**src/rtl/alu_issue_pkg.sv**
```systemverilog
// Shared widths, ALU operation codes and RV32I decode constants for the issue stage.
package alu_issue_pkg;

    localparam int XLEN   = 32;
    localparam int ALUOPS = 4;

    typedef enum logic [ALUOPS-1:0] {
        ALU_ADD  = 4'd0,
        ALU_SUB  = 4'd1,
        ALU_SLL  = 4'd2,
        ALU_SLT  = 4'd3,
        ALU_SLTU = 4'd4,
        ALU_XOR  = 4'd5,
        ALU_SRL  = 4'd6,
        ALU_SRA  = 4'd7,
        ALU_OR   = 4'd8,
        ALU_AND  = 4'd9,
        ALU_EQ   = 4'd10,
        ALU_NEQ  = 4'd11,
        ALU_GE   = 4'd12,
        ALU_GEU  = 4'd13
    } alu_op_e;

    localparam logic [6:0] OPC_OP     = 7'b0110011;
    localparam logic [6:0] OPC_OP_IMM = 7'b0010011;
    localparam logic [6:0] OPC_LUI    = 7'b0110111;
    localparam logic [6:0] OPC_AUIPC  = 7'b0010111;
    localparam logic [6:0] OPC_JAL    = 7'b1101111;
    localparam logic [6:0] OPC_JALR   = 7'b1100111;
    localparam logic [6:0] OPC_BRANCH = 7'b1100011;
    localparam logic [6:0] OPC_LOAD   = 7'b0000011;
    localparam logic [6:0] OPC_STORE  = 7'b0100011;
    localparam logic [6:0] OPC_SYSTEM = 7'b1110011;
    localparam logic [6:0] OPC_FENCE  = 7'b0001111;

    localparam logic [2:0] F3_ADD  = 3'd0;
    localparam logic [2:0] F3_SLL  = 3'd1;
    localparam logic [2:0] F3_SR   = 3'd5;
    localparam logic [2:0] F3_BEQ  = 3'd0;
    localparam logic [2:0] F3_BNE  = 3'd1;
    localparam logic [2:0] F3_BLT  = 3'd4;
    localparam logic [2:0] F3_BGE  = 3'd5;
    localparam logic [2:0] F3_BLTU = 3'd6;
    localparam logic [2:0] F3_BGEU = 3'd7;

    localparam logic [6:0] F7_BASE = 7'b0000000;
    localparam logic [6:0] F7_ALT  = 7'b0100000;

    typedef struct packed {
        alu_op_e         alu_op;
        logic [XLEN-1:0] data_1;
        logic [XLEN-1:0] data_2;
        logic [XLEN-1:0] imm;
        logic [4:0]      shamt;
        logic [4:0]      rd;
        logic            wb_en;
        logic            is_branch;
        logic            is_mem;
        logic            is_system;
        logic            illegal;
    } issue_t;

    // Base (funct7 = 0) mapping shared by OP and OP-IMM.
    function automatic alu_op_e alu_f3_op(input logic [2:0] f3);
        case (f3)
            3'd0:    return ALU_ADD;
            3'd1:    return ALU_SLL;
            3'd2:    return ALU_SLT;
            3'd3:    return ALU_SLTU;
            3'd4:    return ALU_XOR;
            3'd5:    return ALU_SRL;
            3'd6:    return ALU_OR;
            default: return ALU_AND;
        endcase
    endfunction

endpackage

```
**src/rtl/alu_issue_if.sv**
```systemverilog
// Issue-stage bus: upstream instruction handshake in, ALU operands and sidecar fields out.
interface alu_issue_if;
    import alu_issue_pkg::*;

    logic              i_valid;
    logic              o_ready;
    logic [31:0]       i_instr;
    logic [XLEN-1:0]   i_pc;
    logic [XLEN-1:0]   i_rs1_data;
    logic [XLEN-1:0]   i_rs2_data;
    logic              o_valid;
    logic              i_ready;
    logic [ALUOPS-1:0] o_alu_op;
    logic [XLEN-1:0]   o_data_1;
    logic [XLEN-1:0]   o_data_2;
    logic [4:0]        o_shamt;
    logic [4:0]        o_rd;
    logic              o_wb_en;
    logic              o_is_branch;
    logic [XLEN-1:0]   o_imm;
    logic              o_is_mem;
    logic              o_is_system;
    logic              o_illegal;

    modport slave (
        input  i_valid, i_instr, i_pc, i_rs1_data, i_rs2_data, i_ready,
        output o_ready, o_valid, o_alu_op, o_data_1, o_data_2, o_shamt, o_rd,
               o_wb_en, o_is_branch, o_imm, o_is_mem, o_is_system, o_illegal
    );

    modport master (
        output i_valid, i_instr, i_pc, i_rs1_data, i_rs2_data, i_ready,
        input  o_ready, o_valid, o_alu_op, o_data_1, o_data_2, o_shamt, o_rd,
               o_wb_en, o_is_branch, o_imm, o_is_mem, o_is_system, o_illegal
    );

endinterface

```
**src/rtl/alu_issue_imm_gen.sv**
```systemverilog
// RV32I immediate extraction; every format is sign-extended from instr[31].
module alu_issue_imm_gen
    import alu_issue_pkg::*;
(
    input  logic [31:7]     instr_i,
    output logic [XLEN-1:0] imm_i_o,
    output logic [XLEN-1:0] imm_s_o,
    output logic [XLEN-1:0] imm_b_o,
    output logic [XLEN-1:0] imm_u_o,
    output logic [XLEN-1:0] imm_j_o
);

    assign imm_i_o = {{20{instr_i[31]}}, instr_i[31:20]};
    assign imm_s_o = {{20{instr_i[31]}}, instr_i[31:25], instr_i[11:7]};
    assign imm_b_o = {{19{instr_i[31]}}, instr_i[31], instr_i[7], instr_i[30:25],
                      instr_i[11:8], 1'b0};
    assign imm_u_o = {instr_i[31:12], 12'b0};
    assign imm_j_o = {{11{instr_i[31]}}, instr_i[31], instr_i[19:12], instr_i[20],
                      instr_i[30:21], 1'b0};

endmodule

```
**src/rtl/alu_issue.sv**
```systemverilog
// Decode/issue stage: decodes one RV32I instruction into ALU op/operands plus
// writeback/branch sidecar fields, held in a single flushable pipeline register.
module alu_issue
    import alu_issue_pkg::*;
(
    input  logic        i_clk,
    input  logic        i_rst_n,
    input  logic        i_flush,
    alu_issue_if.slave  bus
);

    logic [31:0]     instr;
    logic [6:0]      opcode;
    logic [2:0]      funct3;
    logic [6:0]      funct7;
    logic [XLEN-1:0] imm_i, imm_s, imm_b, imm_u, imm_j;
    logic            illegal;
    issue_t          dec;
    issue_t          issue_q, issue_d;
    logic            valid_q, valid_d;
    logic            load;

    assign instr  = bus.i_instr;
    assign opcode = instr[6:0];
    assign funct3 = instr[14:12];
    assign funct7 = instr[31:25];

    alu_issue_imm_gen u_imm_gen (
        .instr_i (instr[31:7]),
        .imm_i_o (imm_i),
        .imm_s_o (imm_s),
        .imm_b_o (imm_b),
        .imm_u_o (imm_u),
        .imm_j_o (imm_j)
    );

    always_comb begin
        dec        = '0;
        dec.alu_op = ALU_ADD;
        dec.rd     = instr[11:7];
        illegal    = 1'b0;
        if (instr[1:0] != 2'b11) begin
            illegal = 1'b1;
        end else begin
            case (opcode)
                OPC_OP: begin
                    dec.data_1 = bus.i_rs1_data;
                    dec.data_2 = bus.i_rs2_data;
                    dec.wb_en  = 1'b1;
                    if (funct7 == F7_BASE)
                        dec.alu_op = alu_f3_op(funct3);
                    else if (funct7 == F7_ALT && (funct3 == F3_ADD || funct3 == F3_SR))
                        dec.alu_op = (funct3 == F3_ADD) ? ALU_SUB : ALU_SRA;
                    else
                        illegal = 1'b1;
                    // The ALU shifts by the whole of operand B, so trim it to 5 bits here.
                    if (funct3 == F3_SLL || funct3 == F3_SR)
                        dec.data_2 = {27'b0, bus.i_rs2_data[4:0]};
                end
                OPC_OP_IMM: begin
                    dec.data_1 = bus.i_rs1_data;
                    dec.data_2 = imm_i;
                    dec.wb_en  = 1'b1;
                    dec.alu_op = alu_f3_op(funct3);
                    if (funct3 == F3_SLL || funct3 == F3_SR) begin
                        dec.data_2 = {27'b0, instr[24:20]};
                        if (funct3 == F3_SR && funct7 == F7_ALT)
                            dec.alu_op = ALU_SRA;
                        else if (funct7 != F7_BASE)
                            illegal = 1'b1;
                    end
                end
                OPC_LUI: begin
                    dec.data_2 = imm_u;
                    dec.wb_en  = 1'b1;
                end
                OPC_AUIPC: begin
                    dec.data_1 = bus.i_pc;
                    dec.data_2 = imm_u;
                    dec.wb_en  = 1'b1;
                end
                OPC_JAL, OPC_JALR: begin
                    dec.data_1 = bus.i_pc;
                    dec.data_2 = 32'd4;
                    dec.wb_en  = 1'b1;
                    dec.imm    = (opcode == OPC_JAL) ? imm_j : imm_i;
                    if (opcode == OPC_JALR && funct3 != 3'd0)
                        illegal = 1'b1;
                end
                OPC_BRANCH: begin
                    dec.data_1    = bus.i_rs1_data;
                    dec.data_2    = bus.i_rs2_data;
                    dec.imm       = imm_b;
                    dec.is_branch = 1'b1;
                    case (funct3)
                        F3_BEQ:  dec.alu_op = ALU_EQ;
                        F3_BNE:  dec.alu_op = ALU_NEQ;
                        F3_BLT:  dec.alu_op = ALU_SLT;
                        F3_BGE:  dec.alu_op = ALU_GE;
                        F3_BLTU: dec.alu_op = ALU_SLTU;
                        F3_BGEU: dec.alu_op = ALU_GEU;
                        default: illegal    = 1'b1;
                    endcase
                end
                OPC_LOAD: begin
                    dec.data_1 = bus.i_rs1_data;
                    dec.data_2 = imm_i;
                    dec.is_mem = 1'b1;
                    dec.wb_en  = 1'b1;
                end
                OPC_STORE: begin
                    dec.data_1 = bus.i_rs1_data;
                    dec.data_2 = imm_s;
                    dec.imm    = imm_s;
                    dec.is_mem = 1'b1;
                end
                OPC_SYSTEM, OPC_FENCE: begin
                    dec.data_1    = bus.i_rs1_data;
                    dec.is_system = 1'b1;
                end
                default: illegal = 1'b1;
            endcase
        end

        if (dec.alu_op == ALU_SLL || dec.alu_op == ALU_SRL || dec.alu_op == ALU_SRA)
            dec.shamt = dec.data_2[4:0];

        // Illegal words still issue (for a downstream trap) but as a harmless ADD 0,0.
        if (illegal) begin
            dec         = '0;
            dec.alu_op  = ALU_ADD;
            dec.rd      = instr[11:7];
            dec.illegal = 1'b1;
        end

        if (dec.rd == 5'd0)
            dec.wb_en = 1'b0;
    end

    assign bus.o_ready = !valid_q || bus.i_ready;
    assign load        = bus.i_valid && bus.o_ready && !i_flush;

    always_comb begin
        valid_d = valid_q;
        issue_d = issue_q;
        if (i_flush) begin
            valid_d = 1'b0;
        end else if (load) begin
            valid_d = 1'b1;
            issue_d = dec;
        end else if (bus.i_ready) begin
            valid_d = 1'b0;
        end
    end

    always_ff @(posedge i_clk or negedge i_rst_n) begin
        if (!i_rst_n) begin
            valid_q        <= 1'b0;
            issue_q        <= '0;
            issue_q.alu_op <= ALU_ADD;
        end else begin
            valid_q <= valid_d;
            issue_q <= issue_d;
        end
    end

    assign bus.o_valid     = valid_q;
    assign bus.o_alu_op    = issue_q.alu_op;
    assign bus.o_data_1    = issue_q.data_1;
    assign bus.o_data_2    = issue_q.data_2;
    assign bus.o_shamt     = issue_q.shamt;
    assign bus.o_rd        = issue_q.rd;
    assign bus.o_wb_en     = issue_q.wb_en;
    assign bus.o_is_branch = issue_q.is_branch;
    assign bus.o_imm       = issue_q.imm;
    assign bus.o_is_mem    = issue_q.is_mem;
    assign bus.o_is_system = issue_q.is_system;
    assign bus.o_illegal   = issue_q.illegal;

endmodule

```
**src/flat_wrapper.sv**
```systemverilog
// flat-port wrapper written by rule: the top's interface ports become plain ports
module alu_issue_flat import alu_issue_pkg::*;
  (i_clk, i_rst_n, i_flush, bus_i_valid, bus_i_instr, bus_i_pc, bus_i_rs1_data, bus_i_rs2_data, bus_i_ready, bus_o_ready, bus_o_valid, bus_o_alu_op, bus_o_data_1, bus_o_data_2, bus_o_shamt, bus_o_rd, bus_o_wb_en, bus_o_is_branch, bus_o_imm, bus_o_is_mem, bus_o_is_system, bus_o_illegal);
  alu_issue_if bus_i ();
  input  logic i_clk;
  input  logic i_rst_n;
  input  logic i_flush;
  input wire logic [$bits(bus_i.i_valid)-1:0] bus_i_valid;
  input wire logic [$bits(bus_i.i_instr)-1:0] bus_i_instr;
  input wire logic [$bits(bus_i.i_pc)-1:0] bus_i_pc;
  input wire logic [$bits(bus_i.i_rs1_data)-1:0] bus_i_rs1_data;
  input wire logic [$bits(bus_i.i_rs2_data)-1:0] bus_i_rs2_data;
  input wire logic [$bits(bus_i.i_ready)-1:0] bus_i_ready;
  output wire logic [$bits(bus_i.o_ready)-1:0] bus_o_ready;
  output wire logic [$bits(bus_i.o_valid)-1:0] bus_o_valid;
  output wire logic [$bits(bus_i.o_alu_op)-1:0] bus_o_alu_op;
  output wire logic [$bits(bus_i.o_data_1)-1:0] bus_o_data_1;
  output wire logic [$bits(bus_i.o_data_2)-1:0] bus_o_data_2;
  output wire logic [$bits(bus_i.o_shamt)-1:0] bus_o_shamt;
  output wire logic [$bits(bus_i.o_rd)-1:0] bus_o_rd;
  output wire logic [$bits(bus_i.o_wb_en)-1:0] bus_o_wb_en;
  output wire logic [$bits(bus_i.o_is_branch)-1:0] bus_o_is_branch;
  output wire logic [$bits(bus_i.o_imm)-1:0] bus_o_imm;
  output wire logic [$bits(bus_i.o_is_mem)-1:0] bus_o_is_mem;
  output wire logic [$bits(bus_i.o_is_system)-1:0] bus_o_is_system;
  output wire logic [$bits(bus_i.o_illegal)-1:0] bus_o_illegal;
  assign bus_i.i_valid = bus_i_valid;
  assign bus_i.i_instr = bus_i_instr;
  assign bus_i.i_pc = bus_i_pc;
  assign bus_i.i_rs1_data = bus_i_rs1_data;
  assign bus_i.i_rs2_data = bus_i_rs2_data;
  assign bus_i.i_ready = bus_i_ready;
  assign bus_o_ready = bus_i.o_ready;
  assign bus_o_valid = bus_i.o_valid;
  assign bus_o_alu_op = bus_i.o_alu_op;
  assign bus_o_data_1 = bus_i.o_data_1;
  assign bus_o_data_2 = bus_i.o_data_2;
  assign bus_o_shamt = bus_i.o_shamt;
  assign bus_o_rd = bus_i.o_rd;
  assign bus_o_wb_en = bus_i.o_wb_en;
  assign bus_o_is_branch = bus_i.o_is_branch;
  assign bus_o_imm = bus_i.o_imm;
  assign bus_o_is_mem = bus_i.o_is_mem;
  assign bus_o_is_system = bus_i.o_is_system;
  assign bus_o_illegal = bus_i.o_illegal;
  alu_issue u_core (.i_clk(i_clk), .i_rst_n(i_rst_n), .i_flush(i_flush), .bus(bus_i));
endmodule
```
**config.mk**
```make
export PLATFORM = sky130hd
export DESIGN_NAME = alu_issue_flat
export DESIGN_NICKNAME = d
export VERILOG_FILES = /design/src/rtl/alu_issue_pkg.sv /design/src/rtl/alu_issue_if.sv /design/src/rtl/alu_issue_imm_gen.sv /design/src/rtl/alu_issue.sv /design/src/flat_wrapper.sv
export SDC_FILE = /design/constraint.sdc
export NUM_CORES = 1
export LEC_CHECK = 0
export CORE_ASPECT_RATIO = 0.8
export CORE_MARGIN = 4
export CORE_UTILIZATION = 41
export DETAILED_ROUTE_END_ITERATION = 10
export GPL_TIMING_DRIVEN = 0
export HOLD_SLACK_MARGIN = 0.15
export PLACE_DENSITY = 0.89
export SETUP_SLACK_MARGIN = 0.3
export SLEW_MARGIN = 10
export SYNTH_ARGS = -nofsm -noshare
export SYNTH_HDL_FRONTEND = slang
export SYNTH_SLANG_ARGS = --single-unit
export TNS_END_PERCENT = 5
```
**constraint.sdc**
```tcl
create_clock -name i_clk -period 2.6 [get_ports i_clk]
set_input_delay 0.39 -clock i_clk [delete_from_list [all_inputs] [get_ports i_clk]]
set_output_delay 0.39 -clock i_clk [all_outputs]
set_load 0.01 [all_outputs]
```
==> flow_summary.ini <==
[outcome]
status = complete, no violations

[floorplan]
boundaryPins = 250
start_util_pct = 42.2
core-area_mm2 = 0.0123
die_w_um = 134
die_y_um = 109
core.rowCount = 36
dieArea_mm2 = 0.0145

[clocking]
cts_sinks = 105
cts.path.max_buffers = 2
clk_pin_slew_worst_paths_ps = 70
clock-root-buffer = clkbuf_16
cts_made_buffers = 9
htreeDepth = 3
cts_tree = yes
clkLatencyLatePin_ps = 350

[sta]
finalHoldViolations = 0
period_share_pct = 87.3
clock.fmax_ghz = 0.441
rsz0062_at_grt = true
worst_slew_pin_slew_ps = 579
hold_ws_ps = 478
period_minus_slack_ps = 2270
drv_slew = 0
skew_ps = 7.90
finalSetupTns_ps = 0
finalSetupViolCount = 0
slew_headroom_pct = 61.4

[global_route]
use_met3_pct = 5.81
antenna_found_initial = 0
grt.busiest_layer = met2
grtUsageMet2_pct = 40.3
grt_pass1_vias = 5390
track_usage_pct = 25.4
grt_start_max_net_pins = 71
grt_use_met1_pct = 35.9
grt_overflow = 0
grt_pass1_wl_mm = 29.1

[yosys]
syn_avg_cell_area_um2 = 9.44
ys.flop_type = dfrtp_1
postSynthCellCount = 550
synth_warnings = 0
synth-edff-count = 0
synthesis.area_mm2 = 0.00519
synth_nets = 683
synthArstFlopShare_pct = 100
ys_seq_area_share_pct = 50.6
ys_ff_latch = 105
yosys.cell_types.count = 57

[placement]
placed_area_mm2 = 0.00791
place.gp.congestion = 0.884
hpwl_mm = 14.5
io_buffers = 247

[setup_path]
r2r-start = u_core.bus.o_valid
cp-end-kind = flop
critPathCapture = u_core.bus.o_data_1[25]
worst-path-max-fanout = 10
reg2reg_to = u_core.bus.o_data_1[25]
critical_path_class = primary input to flop
arrival_ps = 2540
crit_required_ps = 2870
rr_worst_depth = 9
startpoint = bus_i_instr[1]
rrSetupSlack_ps = 470
critPathLaunchType = primary input

[finish]
multi_input_area_mm2 = 0.00239
diodes = 0
syn_to_final_growth_pct = 64.5
num-fill-cells = 990
final_area_mm2 = 0.00854
final_layout_size_suffix_gt1_share_pct = 13.2
seqCellArea_mm2 = 0.00263
nNetsFinal = 956

[flow_run]
drv_cap = 0

[drt]
final_antenna_net_count = 0
wirelength_mm = 19.0
num_vias = 5507
drt_first_iter_violations = 508
firstDrtPassIters = 5
wl_per_cell_um = 19.1
drc = 0
vias_per_cell = 5.51

[power]
p_per_area_mw_per_mm2 = 425
ir_worst_vdd_v = 0.000345
leakage_nw = 3.41

[hold_path]
min_path_type = flop to flop
-- stage by stage --
step	total power [mW]	util (%)	worst slack, ps	instances
after floorplan	1.84	-	516	550
after global placement	2.18	64.1	-2850	968
after detailed placement	2.19	64.3	-563	969
after CTS	3.64	68.3	296	994
after global routing	3.75	69.4	258	999
final	3.63	69.4	330	999
-- cell type report --
| type | instances | share of cell area, % |
|---|---|---|
| Sequential cell | 105 | 30.8 |
| Timing Repair Buffer | 262 | 30.6 |
| Multi-Input combinational cell | 382 | 28.0 |
| Buffer | 56 | 4.25 |
| Clock buffer | 9 | 2.64 |
| Tap cell | 171 | 2.51 |
| Clock inverter | 7 | 0.982 |
| Inverter | 7 | 0.308 |
-- worst min path at each step --
stage                                  from                       to  slack, ps  depth (start not counted)
floorplan                           i_rst_n   u_core.bus.o_alu_op[0]         90                          0
detailed placement                  i_rst_n  u_core.bus.o_data_2[16]        310                          1
global route                 bus_i_instr[3]   u_core.bus.o_is_branch        500                          3
CTS                          bus_i_instr[3]   u_core.bus.o_is_branch        460                          3
global placement    u_core.bus.o_data_2[17]  u_core.bus.o_data_2[17]        460                          2
finish              u_core.bus.o_data_1[18]  u_core.bus.o_data_1[18]        480                          2
-- repair_timing --
action / in CTS / in global routing
resized for setup: 49 / 47
buffers inserted: 8 / 5
setup endpoints to repair: 92 / 91
endpoints found under the hold margin: 35 / 0
hold buffers: 1 / 0
pin swaps: 5 / 6
-- placed cells by master, fill, tap and decap left out, types with 4 or more instances in the layout --
master	instances
buf_6	6
o31ai_2	4
inv_1	6
clkbuf_1	16
o21ai_2	5
clkdlybuf4s50_1	238
nor2_1	14
a21oi_1	22
a22oi_1	49
nand2_1	94
dfrtp_1	105
mux2_2	6
buf_4	31
nor2b_1	4
o21ai_0	41
clkbuf_16	9
clkbuf_2	9
dlygate4sd2_1	5
o21ai_1	38
nand2b_1	5
nand4_1	4
a221oi_1	19
a22o_1	14
-- report_power, final --
part	switching, mW	internal, mW	total [mW]
registers	0.0108	1.65	1.66
logic	0.243	0.290	0.533
clock network	0.669	0.769	1.44
-- cell families (layout without fill, tap and decap cells) --
group	after synthesis	after routing	synth area share [%]
compound gates	222	222	28.1
simple gates	151	151	13.5
flops	105	105	50.6
buf+inv	63	341	5.91
mux	7	7	1.49
xor+xnor	2	2	0.338
-- sequential cells by signal, indices dropped and copies added (netlist names) --
name and cells:
u_core.bus.o_alu_op 4, u_core.bus.o_data_1 32, u_core.bus.o_data_2 32, u_core.bus.o_illegal 1, u_core.bus.o_imm 21, u_core.bus.o_is_branch 1
u_core.bus.o_is_mem 1, u_core.bus.o_is_system 1, u_core.bus.o_rd 5, u_core.bus.o_shamt 5, u_core.bus.o_valid 1, u_core.bus.o_wb_en 1
-- Yosys cell counts, drive strengths merged, types with 5 or more instances --
library cell	n	area share [%]
inv	7	0.51
nor2	17	1.3
nor3	5	0.48
o21ai	85	8.2
a22oi	49	7.1
nor2b	5	0.60
o31ai	7	1.0
a22o	14	2.4
buf	24	3.1
nand2	94	6.8
clkbuf	32	2.3
mux2	6	1.3
a21oi	26	2.6
nand2b	6	0.72
dfrtp	105	51
a221oi	19	3.2
-- worst max-delay path, stage by stage --
cell,delay [ps]
clkdlybuf4s50_1,530
nand4bb_2,230
o32ai_1,100
a211o_1,310
a41o_1,250
or2_4,250
buf_6,150
buf_4,190
o21ai_1,140
-- layer usage --
layer	routed length [um]	part of all wire [%]	up-vias
met4	284	1.5	0
met3	1550	8.2	26
met1	8270	43	2671
li1	-	-	2554
met2	8930	47	256
met5	0	0	-
(Power assumes the default switching activity.)
